**config.mk**
```make
export PLATFORM = sky130hd
export DESIGN_NAME = uart_host_ctrl_flat
export DESIGN_NICKNAME = d
export VERILOG_FILES = /design/src/rtl/uart_host_ctrl_if.sv /design/src/rtl/uart_host_ctrl.sv /design/src/flat_wrapper.sv
export SDC_FILE = /design/constraint.sdc
export NUM_CORES = 1
export LEC_CHECK = 0
export ABC_AREA = 1
export CAP_MARGIN = 10
export CELL_PAD_IN_SITES_DETAIL_PLACEMENT = 0
export CELL_PAD_IN_SITES_GLOBAL_PLACEMENT = 1
export CORE_MARGIN = 1
export CORE_UTILIZATION = 32
export DETAILED_ROUTE_END_ITERATION = 10
export PLACE_DENSITY_LB_ADDON = 0.1
export RECOVER_POWER = 100
export SLEW_MARGIN = 30
export SYNTH_ARGS = -nofsm -noshare
export SYNTH_HDL_FRONTEND = slang
export SYNTH_SLANG_ARGS = --single-unit
```
**constraint.sdc**
```tcl
create_clock -name CLK -period 4.2 [get_ports CLK]
set_input_delay 0.84 -clock CLK [delete_from_list [all_inputs] [get_ports CLK]]
set_output_delay 0.84 -clock CLK [all_outputs]
set_load 0.005 [all_outputs]
```
**src/rtl/uart_host_ctrl_if.sv**
```systemverilog
// Purpose : host-side signal bundle for uart_host_ctrl: upstream TX byte stream, downstream RX
//           byte stream with error flags, error counter, and the UART CSN/WEN/OEN byte interface.
// Latency : none (wires only). Backpressure: TX_VALID/TX_READY and RX_VALID/RX_READY handshakes.
//
// Signals:
//   TX_DATA/TX_VALID/TX_READY     upstream byte stream into the controller
//   RX_DATA/RX_ERR/RX_VALID/RX_READY  downstream byte stream with {FRAMING,PARITY,OVERFLOW}
//   ERR_CNT/CLR_ERR               saturating count of errored bytes, and its clear
//   CSN/WEN/OEN/UART_DIN          strobes and write data towards the UART core
//   UART_DOUT/TXRDY/RXRDY/PARITY_ERR/FRAMING_ERR/OVERFLOW  read data and status from the UART
// modport master : the controller. modport slave : the surrounding logic and UART core.
interface uart_host_ctrl_if #(
    parameter int ERR_CNT_W = 8
);
    logic [7:0]           TX_DATA;
    logic                 TX_VALID;
    logic                 TX_READY;
    logic [7:0]           RX_DATA;
    logic                 RX_VALID;
    logic                 RX_READY;
    logic [2:0]           RX_ERR;
    logic [ERR_CNT_W-1:0] ERR_CNT;
    logic                 CLR_ERR;
    logic                 CSN;
    logic                 WEN;
    logic                 OEN;
    logic [7:0]           UART_DIN;
    logic [7:0]           UART_DOUT;
    logic                 TXRDY;
    logic                 RXRDY;
    logic                 PARITY_ERR;
    logic                 FRAMING_ERR;
    logic                 OVERFLOW;

    modport master (
        input  TX_DATA, TX_VALID, RX_READY, CLR_ERR,
        input  UART_DOUT, TXRDY, RXRDY, PARITY_ERR, FRAMING_ERR, OVERFLOW,
        output TX_READY, RX_DATA, RX_VALID, RX_ERR, ERR_CNT,
        output CSN, WEN, OEN, UART_DIN
    );

    modport slave (
        output TX_DATA, TX_VALID, RX_READY, CLR_ERR,
        output UART_DOUT, TXRDY, RXRDY, PARITY_ERR, FRAMING_ERR, OVERFLOW,
        input  TX_READY, RX_DATA, RX_VALID, RX_ERR, ERR_CNT,
        input  CSN, WEN, OEN, UART_DIN
    );
endinterface

```
**src/rtl/uart_host_ctrl.sv**
```systemverilog
// Purpose : host initiator for a UART byte interface; moves upstream bytes into the UART
//           transmitter and drains received bytes (plus error flags) to a downstream stream.
// Latency : write strobes 1 cycle after IDLE accepts; read data valid RD_HOLD cycles after read start.
// Backpressure: RX_VALID held until RX_READY; no new read while RX_VALID is set; TX_READY only
//               pulses in the single WRITE cycle.
//
// Ports:
//   CLK    clock
//   RESET  synchronous, active-high reset; aborts any access in flight
//   bus    uart_host_ctrl_if.master, carrying the TX/RX streams, error counter and UART strobes
module uart_host_ctrl #(
    parameter int RD_HOLD   = 2,
    parameter int GAP_CYC   = 2,
    parameter int ERR_CNT_W = 8
) (
    input  logic             CLK,
    input  logic             RESET,
    uart_host_ctrl_if.master bus
);
    // One down-counter serves both the read hold and the post-access gap.
    localparam int MAX_CYC = (RD_HOLD > GAP_CYC) ? RD_HOLD : GAP_CYC;
    localparam int CNT_W   = (MAX_CYC > 1) ? $clog2(MAX_CYC) : 1;
    localparam logic [CNT_W-1:0] RD_LAST  = CNT_W'(RD_HOLD - 1);
    localparam logic [CNT_W-1:0] GAP_LAST = CNT_W'(GAP_CYC - 1);

    typedef enum logic [1:0] {
        ST_IDLE,
        ST_WRITE,
        ST_READ,
        ST_GAP
    } state_t;

    state_t               state_q, state_d;
    logic [CNT_W-1:0]     cnt_q, cnt_d;
    logic                 csn_q, csn_d;
    logic                 wen_q, wen_d;
    logic                 oen_q, oen_d;
    logic [7:0]           din_q, din_d;
    logic                 tx_ready_q, tx_ready_d;
    logic                 capture;

    logic [7:0]           rx_data_q;
    logic [2:0]           rx_err_q;
    logic                 rx_valid_q;
    logic [ERR_CNT_W-1:0] err_cnt_q;

    logic [2:0]           status_flags;
    logic                 err_inc;

    assign status_flags = {bus.FRAMING_ERR, bus.PARITY_ERR, bus.OVERFLOW};
    assign err_inc      = capture && (|status_flags);

    // State register and registered strobes.
    always_ff @(posedge CLK) begin
        if (RESET) begin
            state_q    <= ST_IDLE;
            cnt_q      <= '0;
            csn_q      <= 1'b1;
            wen_q      <= 1'b1;
            oen_q      <= 1'b1;
            din_q      <= 8'h00;
            tx_ready_q <= 1'b0;
        end else begin
            state_q    <= state_d;
            cnt_q      <= cnt_d;
            csn_q      <= csn_d;
            wen_q      <= wen_d;
            oen_q      <= oen_d;
            din_q      <= din_d;
            tx_ready_q <= tx_ready_d;
        end
    end

    // Next state and next strobe values. Strobes default high so every path out of an
    // access releases them on the following cycle.
    always_comb begin
        state_d    = state_q;
        cnt_d      = cnt_q;
        csn_d      = 1'b1;
        wen_d      = 1'b1;
        oen_d      = 1'b1;
        din_d      = din_q;
        tx_ready_d = 1'b0;
        capture    = 1'b0;

        case (state_q)
            ST_IDLE: begin
                // Draining the receiver wins over transmitting, but only when the
                // output slot is empty; the UART keeps buffering meanwhile.
                if (bus.RXRDY && !rx_valid_q) begin
                    state_d = ST_READ;
                    cnt_d   = RD_LAST;
                    csn_d   = 1'b0;
                    oen_d   = 1'b0;
                end else if (bus.TXRDY && bus.TX_VALID) begin
                    state_d    = ST_WRITE;
                    csn_d      = 1'b0;
                    wen_d      = 1'b0;
                    din_d      = bus.TX_DATA;
                    tx_ready_d = 1'b1;
                end
            end
            ST_WRITE: begin
                state_d = ST_GAP;
                cnt_d   = GAP_LAST;
            end
            ST_READ: begin
                if (cnt_q == '0) begin
                    // Last hold cycle: UART_DOUT is sampled on this edge.
                    capture = 1'b1;
                    state_d = ST_GAP;
                    cnt_d   = GAP_LAST;
                end else begin
                    cnt_d = cnt_q - CNT_W'(1);
                    csn_d = 1'b0;
                    oen_d = 1'b0;
                end
            end
            ST_GAP: begin
                // Lets the UART refresh TXRDY/RXRDY before IDLE looks at them again.
                if (cnt_q == '0) begin
                    state_d = ST_IDLE;
                end else begin
                    cnt_d = cnt_q - CNT_W'(1);
                end
            end
            default: begin
                state_d = ST_IDLE;
            end
        endcase
    end

    // Received-byte holding register and error counter.
    always_ff @(posedge CLK) begin
        if (RESET) begin
            rx_data_q  <= 8'h00;
            rx_err_q   <= 3'b000;
            rx_valid_q <= 1'b0;
            err_cnt_q  <= '0;
        end else begin
            // A capture can only happen while rx_valid_q is low, so the two branches
            // never compete for the same byte.
            if (capture) begin
                rx_data_q  <= bus.UART_DOUT;
                rx_err_q   <= status_flags;
                rx_valid_q <= 1'b1;
            end else if (rx_valid_q && bus.RX_READY) begin
                rx_valid_q <= 1'b0;
            end

            // A clear coinciding with an errored capture still counts that byte.
            if (bus.CLR_ERR) begin
                err_cnt_q <= err_inc ? ERR_CNT_W'(1) : '0;
            end else if (err_inc && (err_cnt_q != '1)) begin
                err_cnt_q <= err_cnt_q + ERR_CNT_W'(1);
            end
        end
    end

    assign bus.CSN      = csn_q;
    assign bus.WEN      = wen_q;
    assign bus.OEN      = oen_q;
    assign bus.UART_DIN = din_q;
    assign bus.TX_READY = tx_ready_q;
    assign bus.RX_DATA  = rx_data_q;
    assign bus.RX_ERR   = rx_err_q;
    assign bus.RX_VALID = rx_valid_q;
    assign bus.ERR_CNT  = err_cnt_q;
endmodule

```
**src/flat_wrapper.sv**
```systemverilog
// flat-port wrapper written by rule: the top's interface ports become plain ports
module uart_host_ctrl_flat 
#(
    parameter int RD_HOLD   = 2,
    parameter int GAP_CYC   = 2,
    parameter int ERR_CNT_W = 8
)
  (CLK, RESET, bus_TX_DATA, bus_TX_VALID, bus_RX_READY, bus_CLR_ERR, bus_UART_DOUT, bus_TXRDY, bus_RXRDY, bus_PARITY_ERR, bus_FRAMING_ERR, bus_OVERFLOW, bus_TX_READY, bus_RX_DATA, bus_RX_VALID, bus_RX_ERR, bus_ERR_CNT, bus_CSN, bus_WEN, bus_OEN, bus_UART_DIN);
  uart_host_ctrl_if #(.ERR_CNT_W(ERR_CNT_W)) bus_i ();
  input  logic CLK;
  input  logic RESET;
  input wire logic [$bits(bus_i.TX_DATA)-1:0] bus_TX_DATA;
  input wire logic [$bits(bus_i.TX_VALID)-1:0] bus_TX_VALID;
  input wire logic [$bits(bus_i.RX_READY)-1:0] bus_RX_READY;
  input wire logic [$bits(bus_i.CLR_ERR)-1:0] bus_CLR_ERR;
  input wire logic [$bits(bus_i.UART_DOUT)-1:0] bus_UART_DOUT;
  input wire logic [$bits(bus_i.TXRDY)-1:0] bus_TXRDY;
  input wire logic [$bits(bus_i.RXRDY)-1:0] bus_RXRDY;
  input wire logic [$bits(bus_i.PARITY_ERR)-1:0] bus_PARITY_ERR;
  input wire logic [$bits(bus_i.FRAMING_ERR)-1:0] bus_FRAMING_ERR;
  input wire logic [$bits(bus_i.OVERFLOW)-1:0] bus_OVERFLOW;
  output wire logic [$bits(bus_i.TX_READY)-1:0] bus_TX_READY;
  output wire logic [$bits(bus_i.RX_DATA)-1:0] bus_RX_DATA;
  output wire logic [$bits(bus_i.RX_VALID)-1:0] bus_RX_VALID;
  output wire logic [$bits(bus_i.RX_ERR)-1:0] bus_RX_ERR;
  output wire logic [$bits(bus_i.ERR_CNT)-1:0] bus_ERR_CNT;
  output wire logic [$bits(bus_i.CSN)-1:0] bus_CSN;
  output wire logic [$bits(bus_i.WEN)-1:0] bus_WEN;
  output wire logic [$bits(bus_i.OEN)-1:0] bus_OEN;
  output wire logic [$bits(bus_i.UART_DIN)-1:0] bus_UART_DIN;
  assign bus_i.TX_DATA = bus_TX_DATA;
  assign bus_i.TX_VALID = bus_TX_VALID;
  assign bus_i.RX_READY = bus_RX_READY;
  assign bus_i.CLR_ERR = bus_CLR_ERR;
  assign bus_i.UART_DOUT = bus_UART_DOUT;
  assign bus_i.TXRDY = bus_TXRDY;
  assign bus_i.RXRDY = bus_RXRDY;
  assign bus_i.PARITY_ERR = bus_PARITY_ERR;
  assign bus_i.FRAMING_ERR = bus_FRAMING_ERR;
  assign bus_i.OVERFLOW = bus_OVERFLOW;
  assign bus_TX_READY = bus_i.TX_READY;
  assign bus_RX_DATA = bus_i.RX_DATA;
  assign bus_RX_VALID = bus_i.RX_VALID;
  assign bus_RX_ERR = bus_i.RX_ERR;
  assign bus_ERR_CNT = bus_i.ERR_CNT;
  assign bus_CSN = bus_i.CSN;
  assign bus_WEN = bus_i.WEN;
  assign bus_OEN = bus_i.OEN;
  assign bus_UART_DIN = bus_i.UART_DIN;
  uart_host_ctrl #(.RD_HOLD(RD_HOLD), .GAP_CYC(GAP_CYC), .ERR_CNT_W(ERR_CNT_W)) u_core (.CLK(CLK), .RESET(RESET), .bus(bus_i));
endmodule
```
==> results.md <==
- Status: complete, but fails checks
- Violated checks: design-rule violations
- Top_reg_cell synth: dfxtp_1
- Detail Route Antenna Nets: 0
- Relative slew slack: 67.2%
- Pleak: ~1 nW
- CTS tree: done
- Routed length per instance: 10.6 microns
- Top-level port count: 58
- Worst-path clk slew: approximately 0.07 ns
- Fmax: about 0.47 GHz
- Crit path kind: in2reg
- Remaining global-route overflow: 0
- Num Clock Sinks: 35
- CP arrival: around 2.3 ns
- Synth top cells by count: nand2_1 (47), dfxtp_1 (35), nor2_1 (26), o21ai_0 (22), inv_1 (21)
- Final Skew: 0.00525 ns
- Seq cells post-synth: 35
- Antenna violations before repair: 0
- Cell with the most instances after synthesis: nand2_1
- Leading area contributor after synthesis: dfxtp_1
- Setup slack, reg-to-reg: between 2 and 3 ns
- Die height: about 70 microns
- Slew @ Worst Pin: 0.490 ns
- GRT Overall Usage: between 10% and 20%
- RSZ-0062 raised after global routing: false
- Share of layout cells above drive strength 1: between 6 and 7%
- Drc violations: 7
- Total Nets Final: 295
- Largest net degree at the start of global routing: 18
- Crit path launch type: input port
- Clk_lat worst skew: ~0.28 ns
- Crit path cell chain: dlygate4sd3_1 > inv_1 > o21ai_0 > a21oi_1
- Final Hold Viols: 0
- H-tree levels: 2
- Worst path max stage delay: between 0.8 and 0.9 ns
- Setup violations, final: 0
- Post CTS Setup Buffer Count: 0
- Syn Nets: 234
- Setup WS pre-CTS: 1.84 ns
- Cts bufs inserted: 5
- Power Density: ~470 nW/um^2
- Tmin final: 2.12 ns
- Critical Path End Type: register
- Tcrit/Tclk final: between 50% and 60%
- HPWL after DPL: 2460 microns
- Register area share after synthesis: between 40% and 50%
- Post-synth ARST share: 0%
- WHS: around 0.46 ns
- Filler cell count: ~450
- Antenna diodes: 0
- Final Slew Violations: 0
- Root Buffer: clkbuf_8
- Area grow syn2layout: 46.2%
- I/O Buffers: between 50 and 60
- Via count: 1439
- Worst-case clock buffer depth: 2
- Post-Syn Area: between 1500 and 2000 sq um
- Hold buffer count at cts: 0
- Syn_area_per_cell: roughly 7.5 sq um
- Yosys warnings: 0
- Top cell type's share of synthesized area: 46.3%
- Vias per cell: ~4.5
- DR iter-0 viols: 98
- First-pass GRT wire length: a little under 6000 microns
- Die area: roughly 5000 sq um
- Die W: 70.8 microns
- WP buf/inv: 2
- TNS Setup: 0 ns
- Resized Gates After CTS: 0
- Data required time of the worst path: approximately 4.4 ns
- EDFF count, synth: 0
- Max-cap viol count: 0
- VDD IR max: between 0.2 and 0.25 mV
- Crit Path Max Fanout: 17
- Crit path max-delay family: buffers and inverters
- Num rows: 24
- Vias in the first global route: ~1300
- Final setup margin: ~2.1 ns
- GP Congestion: 0.732
- Count of different cell masters after synthesis: 21
- Mapped Cells: between 200 and 250
- Post-Route WL: between 3000 and 4000 microns
- Worst min-delay path class: reg2reg
- Core Box Area: around 4400 sq um
- Pre-antenna DRT Iters: 8
- Synth area leaders: dfxtp_1 (46%), nand2_1 (12%), o21ai_0 (7.3%)
- Critical path's slowest cell: dlygate4sd3_1
- Initial Utilization: 34.0%
## path summary, 6_finish.rpt
path                               start                      to  cells after the start
setup / recovery                   RESET    u_core.bus.RX_ERR[2]                      4
hold / removal    u_core.bus.UART_DIN[3]  u_core.bus.UART_DIN[3]                      2
setup reg to reg       u_core.state_q[0]   u_core.bus.ERR_CNT[2]                      9
hold reg to reg   u_core.bus.UART_DIN[3]  u_core.bus.UART_DIN[3]                      2
## state kept, by name (all words and copies together), names as in the netlist
name                 flops
u_core.bus.CSN           1
u_core.bus.ERR_CNT       8
u_core.bus.OEN           1
u_core.bus.RX_DATA       8
u_core.bus.RX_ERR        3
u_core.bus.RX_VALID      1
u_core.bus.TX_READY      1
u_core.bus.UART_DIN      8
u_core.bus.WEN           1
u_core.cnt_q             1
u_core.state_q           2
## cell families (layout without fill, tap and decap cells)
logic type | after synthesis | in the layout | share of synthesized area, %
and+or+nand+nor | 92 | 92 | 27.7
AOI/OAI and AO/OA | 43 | 43 | 14.8
DFF | 35 | 35 | 46.3
buffers and inverters | 28 | 90 | 7.03
adders and majority gates | 5 | 5 | 4.14
## metal layers
layer	part of all wire, %	vias to the layer above	GRT usage, %
met5	0	-	0
met4	1.2	0	4.67
met3	7.6	4	5.41
met2	41	52	21.6
met1	50	620	20.2
li1	-	763	-
## power breakdown
| part | switching, mW | internal, mW | leakage (nW) | total, mW |
|---|---|---|---|---|
| clock | 0.118 | 0.116 | 0.0422 | 0.235 |
| sequential | 0.0374 | 0.399 | 0.286 | 0.436 |
| combinational | 0.196 | 0.166 | 0.674 | 0.362 |
| total | 0.351 | 0.681 | 1.00 | 1.03 |
## tightest hold or removal path: stages (launching register included)
cell and delay, ns:
dfxtp_1 0.31, nand2_1 0.06, a21oi_1 0.05
## final cells by class
type                       count  area [sq um]  share of cell area, %
clock buffer                   7          76.3                   3.45
sequential                    35           701                   31.7
clock inverter                 1          5.00                  0.226
multi-input combinational    140           699                   31.6
inverter                      25          93.8                   4.24
tap                           52          65.1                   2.94
timing repair buffer          57           571                   25.8
## per-stage QoR
step	power, mW	std cells	area, sq um	util (%)
after global placement	0.833	309	2140	48.1
after global routing	1.11	317	2210	49.7
after detailed placement	0.833	309	2140	48.1
after floorplan	0.658	203	1510	-
final	1.03	317	2210	49.7
after CTS	1.07	317	2220	49.9
## placed cells by master (no fill, tap or decap)
cell type        count
nor2_8               1
inv_1               23
inv_2                2
nand3_1              8
nor2_2               1
o21ai_1              1
o21ai_0             22
nand2_2              2
clkbuf_1             2
nand2_1             48
nor3_1               1
nand3_2              1
clkbuf_8             5
dfxtp_1             35
nand2_4              4
clkinv_2             1
clkdlybuf4s50_1     23
nor2_1              26
ha_1                 5
o21a_1               1
a21oi_1             18
a211oi_1             1
dlygate4sd3_1       34
No activity file was read; power rests on OpenSTA's default activity.
